--- src/rtl/kernel_load_seq_pkg.sv ---
// Shared definitions for the kernel loader and the PE grid that consumes its rows.
package kernel_load_seq_pkg;

    localparam int DW_DEFAULT = 16;
    localparam int TAG_ROW_W  = 4;

    typedef enum logic [2:0] {
        IDLE,
        FETCH,
        DRAIN,
        ISSUE,
        DONE
    } state_t;

    // Width of a counter able to index n items; never narrower than one bit.
    function automatic int col_width(input int n);
        return (n > 1) ? $clog2(n) : 1;
    endfunction

endpackage

--- src/rtl/kernel_load_seq_rd_tag_pipe.sv ---
// Tracks which column each in-flight BRAM read belongs to, delayed by the BRAM latency.
module rd_tag_pipe #(
    parameter int RD_LAT = 2,
    parameter int TW     = 3
) (
    input  logic          clk,
    input  logic          rst,
    input  logic          in_valid,
    input  logic [TW-1:0] in_tag,
    output logic          out_valid,
    output logic [TW-1:0] out_tag
);

    logic [RD_LAT-1:0]         vld;
    logic [RD_LAT-1:0][TW-1:0] tag;

    // Shift the valid/tag pair one stage per cycle; reset drops every in-flight read.
    always_ff @(posedge clk) begin
        if (rst) begin
            vld <= '0;
            tag <= '0;
        end else begin
            vld[0] <= in_valid;
            tag[0] <= in_tag;
            for (int i = 1; i < RD_LAT; i++) begin
                vld[i] <= vld[i-1];
                tag[i] <= tag[i-1];
            end
        end
    end

    assign out_valid = vld[RD_LAT-1];
    assign out_tag   = tag[RD_LAT-1];

endmodule

--- src/rtl/kernel_load_seq.sv ---
// Loads a KROWS x KCOLS kernel from BRAM one row at a time and hands each row to the PE grid.
module kernel_load_seq
    import kernel_load_seq_pkg::*;
#(
    parameter int DW        = DW_DEFAULT,
    parameter int KROWS     = 6,
    parameter int KCOLS     = 6,
    parameter int GRID_COLS = 14,
    parameter int AW        = 5,
    parameter int RD_LAT    = 2
) (
    input  logic                    clk,
    input  logic                    rst,
    input  logic                    start,
    input  logic [AW-1:0]           base_addr,
    output logic                    busy,
    output logic                    done,
    output logic [AW-1:0]           bram_addr,
    input  logic [DW-1:0]           bram_dout,
    output logic [GRID_COLS*DW-1:0] row_weight_vals,
    output logic [TAG_ROW_W-1:0]    tag_row,
    output logic                    valid_y,
    input  logic                    grid_ready
);

    localparam int                   CW         = col_width(KCOLS);
    localparam logic [CW-1:0]        LAST_COL   = CW'(KCOLS - 1);
    localparam logic [TAG_ROW_W-1:0] LAST_ROW   = TAG_ROW_W'(KROWS - 1);
    localparam logic [AW-1:0]        ROW_STRIDE = AW'(KCOLS);

    state_t                   state;
    state_t                   next_state;
    logic [TAG_ROW_W-1:0]     row;
    logic [CW-1:0]            col;
    logic [AW-1:0]            row_base;
    logic [AW-1:0]            last_addr;
    logic [AW-1:0]            cur_addr;
    logic                     fetch_en;
    logic                     rd_valid;
    logic [CW-1:0]            rd_tag;
    logic [KCOLS-1:0][DW-1:0] row_buf;

    assign cur_addr = row_base + AW'(col);
    assign tag_row  = row;

    rd_tag_pipe #(
        .RD_LAT (RD_LAT),
        .TW     (CW)
    ) u_rd_tag_pipe (
        .clk       (clk),
        .rst       (rst),
        .in_valid  (fetch_en),
        .in_tag    (col),
        .out_valid (rd_valid),
        .out_tag   (rd_tag)
    );

    // State register.
    always_ff @(posedge clk) begin
        if (rst) begin
            state <= IDLE;
        end else begin
            state <= next_state;
        end
    end

    // Next-state decode and the state-derived outputs.
    always_comb begin
        next_state = state;
        busy       = 1'b0;
        done       = 1'b0;
        valid_y    = 1'b0;
        fetch_en   = 1'b0;
        bram_addr  = last_addr;
        case (state)
            IDLE: begin
                if (start) begin
                    next_state = FETCH;
                end
            end
            FETCH: begin
                busy      = 1'b1;
                fetch_en  = 1'b1;
                bram_addr = cur_addr;
                if (col == LAST_COL) begin
                    next_state = DRAIN;
                end
            end
            DRAIN: begin
                busy = 1'b1;
                if (rd_valid && (rd_tag == LAST_COL)) begin
                    next_state = ISSUE;
                end
            end
            ISSUE: begin
                busy    = 1'b1;
                valid_y = 1'b1;
                if (grid_ready) begin
                    next_state = (row == LAST_ROW) ? DONE : FETCH;
                end
            end
            DONE: begin
                done       = 1'b1;
                next_state = IDLE;
            end
            default: begin
                next_state = IDLE;
            end
        endcase
    end

    // Row/column counters and the held read address; row_base tracks base + r*KCOLS modulo 2^AW.
    always_ff @(posedge clk) begin
        if (rst) begin
            row       <= '0;
            col       <= '0;
            row_base  <= '0;
            last_addr <= '0;
        end else begin
            case (state)
                IDLE: begin
                    if (start) begin
                        row_base <= base_addr;
                        row      <= '0;
                        col      <= '0;
                    end
                end
                FETCH: begin
                    last_addr <= cur_addr;
                    col       <= (col == LAST_COL) ? '0 : col + CW'(1);
                end
                ISSUE: begin
                    if (grid_ready && (row != LAST_ROW)) begin
                        row      <= row + TAG_ROW_W'(1);
                        row_base <= row_base + ROW_STRIDE;
                    end
                end
                default: begin
                end
            endcase
        end
    end

    // Steer each returning read word into the column its tag names.
    always_ff @(posedge clk) begin
        if (rst) begin
            row_buf <= '0;
        end else if (rd_valid) begin
            row_buf[rd_tag] <= bram_dout;
        end
    end

    // Live kernel columns come from the row buffer; grid columns beyond the kernel read zero.
    for (genvar c = 0; c < GRID_COLS; c++) begin : g_col
        if (c < KCOLS) begin : g_live
            assign row_weight_vals[c*DW +: DW] = row_buf[c];
        end else begin : g_zero
            assign row_weight_vals[c*DW +: DW] = '0;
        end
    end

endmodule

--- config.mk ---
export PLATFORM = sky130hd
export DESIGN_NAME = kernel_load_seq
export DESIGN_NICKNAME = d
export VERILOG_FILES = /design/src/rtl/kernel_load_seq_pkg.sv /design/src/rtl/kernel_load_seq_rd_tag_pipe.sv /design/src/rtl/kernel_load_seq.sv
export SDC_FILE = /design/constraint.sdc
export NUM_CORES = 1
export LEC_CHECK = 0
export BUFFER_PORTS_ARGS = -buffer_cell sky130_fd_sc_hd__buf_2
export CORE_ASPECT_RATIO = 0.8
export CORE_MARGIN = 5
export CORE_UTILIZATION = 30
export DETAILED_ROUTE_END_ITERATION = 10
export PLACE_DENSITY = 0.54
export SLEW_MARGIN = 20
export SYNTH_ARGS = -nofsm -noshare
export SYNTH_HDL_FRONTEND = slang
export SYNTH_SLANG_ARGS = --single-unit
--- constraint.sdc ---
create_clock -name clk -period 2.7 [get_ports clk]
set_input_delay 0.135 -clock clk [delete_from_list [all_inputs] [get_ports clk]]
set_output_delay 0.135 -clock clk [all_outputs]
set_load 0.05 [all_outputs]
# [Yosys cells after proc, flatten, opt, wreduce, memory -nomap -nowiden]
# Index checks and enable logic that the tools add are counted.
[op_classes] eq_ne=13 mux=23 n_reduce_logical=10 order_cmp=2 add_sub_neg=4
[ops] cell="$bwmux 96" n=1
[ops] cell="$demux 16 s3" n=1
[ops] cell="$mux 3" n=7
[ops] cell="$mux 16" n=1
[ops] cell="$mux 5" n=3
[ops] cell="$pmux 3 s4" n=1
[ops] cell="$ne 2x2->1 const B" n=5
[ops] cell="$pmux 5 s2" n=1
[ops] cell="$eq 3x3->1 const B" n=3
[ops] cell="$mux 4" n=2
[ops] cell="$pmux 4 s2" n=1
[ops] cell="$eq 3x2->1 const B" n=2
[ops] cell="$pmux 3 s2" n=1
[ops] cell="$add 5x3->5" n=1
[ops] cell="$add 5x3->5 const B" n=1
[ops] cell="$add 4x1->4 const B" n=1
[ops] cell="$eq 4x3->1 const B" n=1
[ops] cell="$lt 3x4->1 const B" n=1
[ops] cell="$mux 1" n=4
[ops] cell="$ne 4x3->1 const B" n=1
[ops] cell="$reduce_and 4->1" n=1
[ops] cell="$reduce_bool 2->1" n=2
[ops] cell="$add 3x1->3 const B" n=1
[ops] cell="$eq 3x1->1 const B" n=1
[ops] cell="other kinds (6)" n=8
[totals] elab_cells=66 inputBits=25 regBits=124 output_inout_bits=236

# [Depth between registers and ports, before layout]
# Gate-level depths: netlist of run 1.
[depth] depth_word=5 depth_mapped=6 ltp_nobuf=6

# [Modules after synthesis]
# A second synthesis of run 1 with hierarchy kept.
[hier_totals] cells_unflattened=708 area_unflattened_um2=5606.6
[by_module_without_submodules] mod="kernel_load_seq" area_each_um2=5373.9 cells_per_inst=689 instances=1 seq_area_each_um2=2322.2
[by_module_without_submodules] mod="rd_tag_pipe" area_each_um2=232.7 cells_per_inst=19 instances=1 seq_area_each_um2=160.2

# [Worst setup path after synthesis of run 1]
# No wires, ideal clock.
[synth_timing] kind="register to register" start="register col[0]" end="register last_addr[2]" stages_incl_launch_ff=6 period_less_slack_ps=2500 n_path_buf=0 required_time_ps=2631 setup_time_ps=69 slack_ps=200 arrival_time_ps=2430 path_cell_list="dfxtp_1 ha_1 fa_1 xnor2_1 o21ai_0 nor2b_1"
[synth_via] elab_chain_len=2
[synth_lines] item="start: declaration" line="kernel_load_seq.sv:34" text="logic [CW-1:0] col;"
[synth_lines] item="start signal: assignment" line="kernel_load_seq.sv:130" text="col <= (col == LAST_COL) ? '0 : col + CW'(1);"
[synth_lines] item="$add 5x3->5" line="kernel_load_seq.sv:43" text="assign cur_addr = row_base + AW'(col);"
[synth_lines] item="$mux 5"
[synth_lines] item="named net bram_addr[2]" line="kernel_load_seq.sv:18" text="output logic [AW-1:0] bram_addr,"
[synth_lines] item="end signal: assignment" line="kernel_load_seq.sv:129" text="last_addr <= cur_addr;"
[synth_lines] item="end: declaration" line="kernel_load_seq.sv:36" text="logic [AW-1:0] last_addr;"
# The timed path passes the listed nets, and every way through them passes these cells.
# A chain may end at the register's enable or synchronous reset.

# [Worst setup path in the final report of run 1]
[layout_timing] start="register state[0]" end="output port bram_addr[3]"
[layout_via] elab_chain_len=2
[layout_lines] item="start: declaration" line="kernel_load_seq.sv:31" text="state_t state;"
[layout_lines] item="start signal: assignment" line="kernel_load_seq.sv:63" text="state <= next_state;"
[layout_lines] item="$eq 3x1->1" line="kernel_load_seq.sv:75" text="case (state)"
[layout_lines] item="$mux 5" line="kernel_load_seq.sv:75"
[layout_lines] item="end: declaration" line="kernel_load_seq.sv:18"
# Every way passes these cells.

==> results of run 1 <==
==> worst max-delay path by stage <==
stage,start,end,slack (ns),depth (start not counted)
3_3_place_gp,state[0],bram_addr[3],0.79,4
6_report,state[0],bram_addr[3],0.33,4
5_1_grt,col[0],bram_addr[4],0.22,7
4_1_cts,state[0],bram_addr[3],0.33,4
2_1_floorplan,col[0],last_addr[2],0.20,5
3_5_place_dp,state[0],bram_addr[3],0.78,4
==> layout make-up <==
class                      instances  area [sq um]  area share [%]
clock inverter                    14           146            2.20
sequential                       124          2480            37.3
timing repair buffer             140           738            11.1
multi-input combinational        543          2510            37.8
clock buffer                      18           429            6.45
inverter                           7          28.8           0.432
tap                              253           317            4.76
==> registers in the layout, indices dropped and copies added, names as in the netlist <==
signal                 count
u_rd_tag_pipe.tag          3
col                        3
tag_row                    4
u_rd_tag_pipe.out_tag      3
row_base                   5
row_weight_vals           96
last_addr                  5
state                      3
u_rd_tag_pipe.vld          2
==> power groups by stage <==
stage | registers, mW | logic, mW | clock network [mW]
finish | 1.87 | 0.628 | 2.23
global route | 1.87 | 0.661 | 2.38
CTS | 1.87 | 0.624 | 2.28
detailed placement | 1.91 | 0.623 | 0
global placement | 1.91 | 0.623 | 0
floorplan | 1.93 | 0.652 | 0
==> cells in the final DEF (no fill, tap or decap), types with 2 or more instances in the layout <==
cell type | netlist | routed
nand2_1 | 206 | 206
buf_2 | 7 | 131
conb_1 | 1 | 128
dfxtp_1 | 124 | 124
a21oi_1 | 112 | 112
nor2_1 | 19 | 19
clkbuf_16 | 0 | 17
nor2b_1 | 12 | 12
o21ai_0 | 8 | 8
buf_4 | 129 | 7
inv_1 | 6 | 6
ha_1 | 6 | 6
clkinvlp_4 | 0 | 6
nand3_1 | 5 | 5
nand2b_1 | 5 | 5
xnor2_1 | 3 | 3
nand4b_1 | 3 | 3
clkinv_2 | 0 | 3
nor3b_1 | 2 | 2
and3_1 | 2 | 2
a211oi_1 | 2 | 2
a31oi_2 | 2 | 2
a22oi_1 | 2 | 2
nor3_2 | 2 | 2
nor3_1 | 2 | 2
o32ai_1 | 2 | 2
inv_6 | 0 | 2
bufinv_16 | 0 | 2
==> layer usage <==
layer	up-vias	GRT usage (%)	share of wire [%]
met5	-	0	0
met4	0	4.47	0.99
met3	9	4.35	8.8
met2	163	20.3	43
met1	2075	20.2	47
li1	2297	-	-
==> worst max-delay path, stage by stage, from the launching register on <==
cell and delay (ns):
dfxtp_1 0.55, or3b_1 0.52, or3_4 0.42, nand3_1 0.07, buf_2 0.26
==> repair_timing <==
action / in CTS / in global routing
gates resized for setup: 0 / 0
endpoints found under the hold margin: 1 / 0
buffers inserted: 0 / 0
hold buffers: 1 / 0
setup endpoints to repair: 0 / 0
==> cells in the mapped netlist, drive strengths merged (2+ instances only) <==
cell type  instances  area (sq um)
o21ai              9          45.0
o32ai              2          17.5
buf              138          1030
nor3b              2          15.0
clkbuf            21          78.8
nor3               4          30.0
nor2b             12          75.1
a31oi              3          31.3
nand2b             5          31.3
a211oi             2          15.0
xnor2              3          26.3
nand2            206           773
a22oi              2          15.0
inv                7          28.8
nand4b             3          26.3
a31o               2          26.3
nand3              5          25.0
nand3b             2          18.8
a21oi            112           561
and3               2          12.5
nor2              20          77.6
ha                 6          75.1
dfxtp            124          2480
==> through the flow <==
step	cell area (sq um)	hold slack, ns	utilization (%)	cells
after floorplan	6130	0.271	-	833
after global placement	6070	0.414	33.1	1066
after detailed placement	6070	0.411	33.1	1066
after CTS	6650	0.0140	36.3	1099
after global routing	6650	0.0291	36.3	1099
final	6650	0.0277	36.3	1099
==> cell families after synthesis <==
kind of cell / after synthesis / share of synthesized area, %
compound gates: 136 / 13.2
xor+xnor: 3 / 0.465
fa+ha+maj: 7 / 1.68
buf+inv: 166 / 20.1
flops: 124 / 43.9
mux: 1 / 0.177
other cells: 1 / 0.0664
simple gates: 268 / 20.5
==> results.yml, run 1 <==
run_status:
  status: "finished, final reports clean"
clock_tree:
  cts_root_buf: "clkbuf_16"
  clk_latency_ns: 0.42
  cts_buffer_depth: 2
  cts_tree: "done"
  numCtsBuffers: 17
  clock_sinks: 124
  htree_levels: 4
  clk_pin_slew_worst_paths_ns: 0.06
die:
  ioPinCount: 261
  rows: 44
  die_w_microns: 163
  dieHeight_microns: 133
  die-area_sq_mm: 0.0217
  initial_utilization_pct: 30.8
  core-area_sq_mm: 0.0183
worst_hold_path:
  hold_path_class: "primary input to flip-flop"
  whs_endpoint: "row_weight_vals[31]"
  hold_depth: 3
  holdCritStartpoint: "bram_dout[15]"
critical_path:
  crit_type: "flip-flop to primary output"
  end_kind: "primary output"
  r2r_setup_slack_ns: 0.94
  startpoint_type: "flip-flop"
  reg2reg_depth: 4
  timing.rr.start: "u_rd_tag_pipe.out_tag[2]"
  cp_data_arrival_time_ns: 2.24
  critPathMaxFanout: 11
  critical_path_required_ns: 2.57
  timing.rr.end: "state[0]"
logic_synthesis:
  synthFlopType: "dfxtp_1"
  synthArstFlopShare_pct: 0
  avgSynthCellArea_sq_um: 8.01
  synth_edf_count: 0
  ys_warn_count: 0
  ys_seq_elements: 124
  yosysUniqueCellTypes: 46
  syn_inst: 706
  netlist_area_sq_mm: 0.00565
  yosysSeqAreaShare_pct: 43.9
power:
  peakVddDrop_v: 0.000330
  seqPwrFrac_pct: 39.6
  p_clk_share_pct: 47.2
  netSwitchingFraction_pct: 30.8
  power_frac_comb_pct: 13.3
  cellLeakagePower_nw: 2.94
  p_per_area_mw_per_mm2: 711
  p_int_mw: 3.27
  p_total_mw: 4.73
  p_sw_mw: 1.46
sta:
  drv_slew: 0
  clock_skew_ns: 0.0115
  fin_crit_ns: 2.37
  hold_viol: 0
  setup_slack_ns: 0.328
  setup_viol: 0
  rsz0062_at_grt: "false"
  slew_headroom_pct: 46.1
  tightest_slew_ns: 0.804
  finalSetupTns_ns: 0
  clock.fmax_ghz: 0.422
  fin_crit_sh_pct: 87.9
global_routing:
  grt_pass1_vias: 4068
  globalRoute.totalOverflow: 0
  grt_pass1_wl_microns: 23700
  antenna_found_initial: 0
  grt_max_degree: 95
  grtUsageTotal_pct: 14.1
routing:
  vias_per_cell: 4.13
  drtPass1Iterations: 4
  drt_iter0_drc: 264
  wl_per_cell_microns: 14.6
  route.antenna.remaining_nets: 0
  drc_errors: 0
  finalWirelength_microns: 16000
  vias: 4544
layout:
  num-fill-cells: 1966
  area_growth_pct: 17.7
  layout-drive-gt1-share_pct: 21.6
  fin_nets: 865
  n_antenna_cell: 0
flow_run:
  cap_viol_max_count: 0
placement:
  io_buffers: 132
  hpwl_microns: 11400
  routabilityCongestion: 0.786
  pre_cts_slack_ns: 0.777
No activity file was read; power rests on OpenSTA's default activity.
==> inputs of run 2 (changes only) <==
==> constraint.sdc (replaced) <==
create_clock -name clk -period 2.7 [get_ports clk]
set_input_delay 0.54 -clock clk [delete_from_list [all_inputs] [get_ports clk]]
set_output_delay 0.54 -clock clk [all_outputs]
set_load 0.05 [all_outputs]
==> results.yml, run 2 (synthesis gave the netlist of run 1 again) <==
run_status:
  status: "finished, final reports clean"
layout:
  layout-drive-gt1-share_pct: 22.5
  final_cell_mix: "206 x nand2_1, 130 x buf_2, 128 x conb_1"
  area_growth_pct: 18.2
  num-fill-cells: 1998
  postLayoutCellArea_sq_mm: 0.00668
  final_common_cell: "nand2_1"
  fin_nets: 869
  n_antenna_cell: 0
  largest_reg_flops: 96
clock_tree:
  clk_latency_ns: 0.42
  cts_tree: "done"
  cts_buffer_depth: 2
  htree_levels: 4
  numCtsBuffers: 17
  clk_pin_slew_worst_paths_ns: 0.06
  cts_root_buf: "clkbuf_16"
  clock_sinks: 124
routing:
  route.antenna.remaining_nets: 0
  drtPass1Iterations: 5
  finalWirelength_microns: 16000
  drt_iter0_drc: 205
  vias_per_cell: 4.13
  drc_errors: 0
  vias: 4551
  wl_per_cell_microns: 14.5
sta:
  finalSetupTns_ns: 0
  hold_viol: 0
  clock.fmax_ghz: 0.383
  fin_crit_ns: 2.61
  drv_slew: 0
  slew_headroom_pct: 45.5
  tightest_slew_ns: 0.816
  clock_skew_ns: 0.0123
  setup_viol: 0
  rsz0062_at_grt: "false"
  fin_crit_sh_pct: 96.8
die:
  dieHeight_microns: 133
  ioPinCount: 261
  rows: 44
  die-area_sq_mm: 0.0217
  initial_utilization_pct: 30.8
  die_w_microns: 163
  core-area_sq_mm: 0.0183
global_routing:
  grt_max_degree: 60
  busiest_layer: "met1"
  globalRoute.totalOverflow: 0
  use_met2_pct: 19.7
  antenna_found_initial: 0
  grtUsageTotal_pct: 14.2
  grt_pass1_wl_microns: 23900
  grt_pass1_vias: 4126
  grt.met3_usage_pct: 5.57
  grt_util_met1_pct: 20.1
critical_path:
  critPathSlowestCell: "dfxtp_2"
  slowest_delay_ns: 0.36
  r2r_setup_slack_ns: 1.04
  critPathMaxFanout: 8
  critical_path_required_ns: 2.16
  end_kind: "primary output"
  cp_data_arrival_time_ns: 2.07
  startpoint_type: "flip-flop"
  cp-startpoint: "col[0]"
  crit_type: "flip-flop to primary output"
  crit_chain: "ha_2 -> fa_2 -> a21oi_1 -> nor2b_1 -> xnor2_1 -> a21oi_1 -> buf_4"
  crit_top_cell: "a21oi_1"
  timing.rr.start: "state[2]"
power:
  p_per_area_mw_per_mm2: 703
  peakVddDrop_v: 0.000340
  p_total_mw: 4.69
  cellLeakagePower_nw: 2.96
placement:
  routabilityCongestion: 0.758
  io_buffers: 132
  hpwl_microns: 11500
  dpl_cell_area_sq_mm: 0.00611
worst_hold_path:
  hold_path_class: "primary input to flip-flop"
  holdCritStartpoint: "base_addr[0]"
flow_run:
  cap_viol_max_count: 0
## run 2: cell count changes in the layout (fill, tap and decap cells not counted), sizes merged
cell         change
buf              +5
inv              +4
clkinvlp         -3
bufinv           -1
dlygate4sd3      -1
## run 2: area by class of cell
cell class	count	area [sq um]	area share, %
multi-input combinational	543	2520	37.7
sequential	124	2480	37.2
inverter	7	28.8	0.431
clock inverter	14	136	2.04
tap	253	317	4.74
clock buffer	18	429	6.42
timing repair buffer	144	768	11.5
## run 2: routing by layer
metal / vias to the layer above / share of wire, %
met4: 0 / 1.5
met2: 171 / 42
met3: 17 / 8.8
met5: - / 0
li1: 2314 / -
met1: 2049 / 48
## run 2: repair_timing
action / 4_1_cts / 5_1_grt
setup endpoints to repair: 1 / 1
hold buffers: 0 / 0
resized for setup: 2 / 2
setup buffers: 0 / 0
pin swaps: 0 / 0
## run 2: path summary, 6_finish.rpt
path	to	cells past startpoint
min	row_base[0]	3
max	bram_addr[4]	7
min reg2reg	u_rd_tag_pipe.out_tag[1]	1
max reg2reg	row_base[1]	6
## run 2: critical path, delay by kind of cell, from the launching register on
kind	cells	cell delay (ns)
and+or+nand+nor	1	0.08
adders and majority gates	2	0.55
buffers and inverters	1	0.22
xor gates and xnor gates	1	0.14
DFF	1	0.36
AOI/OAI and AO/OA	2	0.31
## run 2: metrics by stage
step / setup WS [ns] / hold slack (ns) / util [%] / std cells
after floorplan: 0.0877 / 0.414 / - / 833
after global placement: 0.377 / 0.426 / 33.3 / 1071
after detailed placement: 0.389 / 0.425 / 33.3 / 1071
after CTS: 0.0205 / 0.373 / 36.4 / 1103
after global routing: 0.0187 / 0.406 / 36.4 / 1103
final: 0.0865 / 0.397 / 36.4 / 1103
## run 2: power by group
part	internal, mW	switching, mW	total, mW	leakage (nW)
Sequential	1.85	0.0159	1.87	1.00
Combinational	0.0665	0.568	0.635	1.69
Clock	1.28	0.907	2.19	0.269
Total	3.20	1.49	4.69	2.96
==> inputs of run 3 (changes only) <==
Settings changed: CORE_MARGIN 5 to 4, SLEW_MARGIN 20 to not set.
==> results.yml, run 3 (synthesis gave the netlist of run 1 again) <==
run_status:
  status: "finished, final reports clean"
clock_tree:
  clk_pin_slew_worst_paths_ns: 0.06
  numCtsBuffers: 17
  htree_levels: 4
  cts_root_buf: "clkbuf_16"
  cts_buffer_depth: 2
  clk_latency_ns: 0.42
  clock_sinks: 124
  cts_tree: "done"
global_routing:
  globalRoute.totalOverflow: 0
  grt_max_degree: 56
  antenna_found_initial: 0
  grtUsageTotal_pct: 14.3
  grt_pass1_vias: 3995
  grt_pass1_wl_microns: 23200
die:
  die-area_sq_mm: 0.0211
  die_w_microns: 161
  core-area_sq_mm: 0.0183
  rows: 44
  ioPinCount: 261
  dieHeight_microns: 131
  initial_utilization_pct: 30.8
sta:
  fin_crit_ns: 2.55
  hold_viol: 0
  clock.fmax_ghz: 0.392
  fin_crit_sh_pct: 94.4
  setup_viol: 0
  rsz0062_at_grt: "false"
  slew_headroom_pct: 42.7
  drv_slew: 0
  finalSetupTns_ns: 0
  tightest_slew_ns: 0.854
  clock_skew_ns: 0.0125
placement:
  io_buffers: 132
  routabilityCongestion: 0.758
  dpl_cell_area_sq_mm: 0.00610
  hpwl_microns: 11400
  dp_cells: 1070
layout:
  final_cell_mix: "206 x nand2_1, 130 x buf_2, 128 x conb_1"
  fin_nets: 868
  final_common_cell: "nand2_1"
  area_growth_pct: 19.3
  postLayoutCellArea_sq_mm: 0.00674
  largest_reg_flops: 96
  n_antenna_cell: 0
  finalNonFillerCells: 1102
  layout-drive-gt1-share_pct: 22.6
routing:
  drt_iter0_drc: 261
  finalWirelength_microns: 15900
  drtPass1Iterations: 4
  vias_per_cell: 4.13
  wl_per_cell_microns: 14.5
  route.antenna.remaining_nets: 0
  drc_errors: 0
  vias: 4546
critical_path:
  end_kind: "primary output"
  timing.rr.start: "u_rd_tag_pipe.out_tag[2]"
  cp_data_arrival_time_ns: 2.01
  startpoint_type: "flip-flop"
  r2r_setup_slack_ns: 0.87
  critical_path_required_ns: 2.16
  crit_type: "flip-flop to primary output"
  timing.rr.end: "state[0]"
  critPathMaxFanout: 8
  reg2reg_depth: 4
power:
  p_int_mw: 3.48
  netSwitchingFraction_pct: 29.9
  p_clk_share_pct: 49.6
  cellLeakagePower_nw: 3.00
  p_sw_mw: 1.48
  peakVddDrop_v: 0.000366
  seqPwrFrac_pct: 37.6
  power_frac_comb_pct: 12.8
  p_per_area_mw_per_mm2: 736
worst_hold_path:
  holdCritStartpoint: "base_addr[0]"
  hold_path_class: "primary input to flip-flop"
  whs_endpoint: "row_base[0]"
  hold_depth: 3
flow_run:
  cap_viol_max_count: 0
[run 3: worst max-delay path by stage]
stage	start	end	slack (ns)	depth (start not counted)
floorplan	col[0]	bram_addr[4]	0.09	6
global placement	col[0]	bram_addr[4]	0.37	7
detailed placement	col[0]	bram_addr[4]	0.38	7
CTS	col[0]	bram_addr[4]	0.01	7
global route	col[0]	bram_addr[4]	0.04	7
finish	col[0]	bram_addr[4]	0.15	7
[run 3: cell type report]
| cell class | count | area (sq um) |
|---|---|---|
| Clock inverter | 15 | 210 |
| Timing Repair Buffer | 143 | 761 |
| Multi-Input combinational cell | 543 | 2520 |
| Clock buffer | 17 | 425 |
| Tap cell | 253 | 317 |
| Sequential cell | 124 | 2480 |
| Fill cell | 1969 | 11600 |
| Inverter | 7 | 28.8 |
[run 3: through the flow]
| step | worst slack (ns) | hold WS [ns] | utilization [%] | total power, mW |
|---|---|---|---|---|
| floorplan | 0.0877 | 0.414 | - | 2.58 |
| global placement | 0.372 | 0.418 | 33.3 | 2.54 |
| detailed placement | 0.383 | 0.426 | 33.3 | 2.54 |
| CTS | 0.0133 | 0.369 | 36.8 | 5.02 |
| global route | 0.0357 | 0.422 | 36.8 | 5.15 |
| finish | 0.152 | 0.387 | 36.8 | 4.96 |
[run 3: metal layers]
metal | track usage (%) | up-vias | routed length (microns)
li1 | - | 2307 | -
met1 | 20.5 | 2078 | 7550
met2 | 20.1 | 151 | 6850
met3 | 5.58 | 10 | 1410
met4 | 3.56 | 0 | 130
met5 | 0 | - | 0
[run 3: power groups by stage]
stage	combinational, mW	clock, mW	sequential (mW)
floorplan	0.652	0	1.93
global placement	0.631	0	1.91
detailed placement	0.631	0	1.91
CTS	0.632	2.52	1.87
global route	0.670	2.61	1.87
finish	0.634	2.46	1.87
[run 3: worst max-delay path: stages, from the launching register on]
cell,delay [ns]
dfxtp_2,0.35
ha_2,0.20
fa_2,0.34
a21oi_1,0.13
nor2b_1,0.07
xnor2_1,0.14
a21oi_1,0.14
buf_4,0.22
[run 3: repair_timing]
action / CTS / global route
setup buffers: 0 / 0
hold buffers: 0 / 0
endpoints found under the setup margin: 1 / 2
pin swaps: 0 / 1
gates resized for setup: 2 / 3
endpoints found under the hold margin: 0 / 0
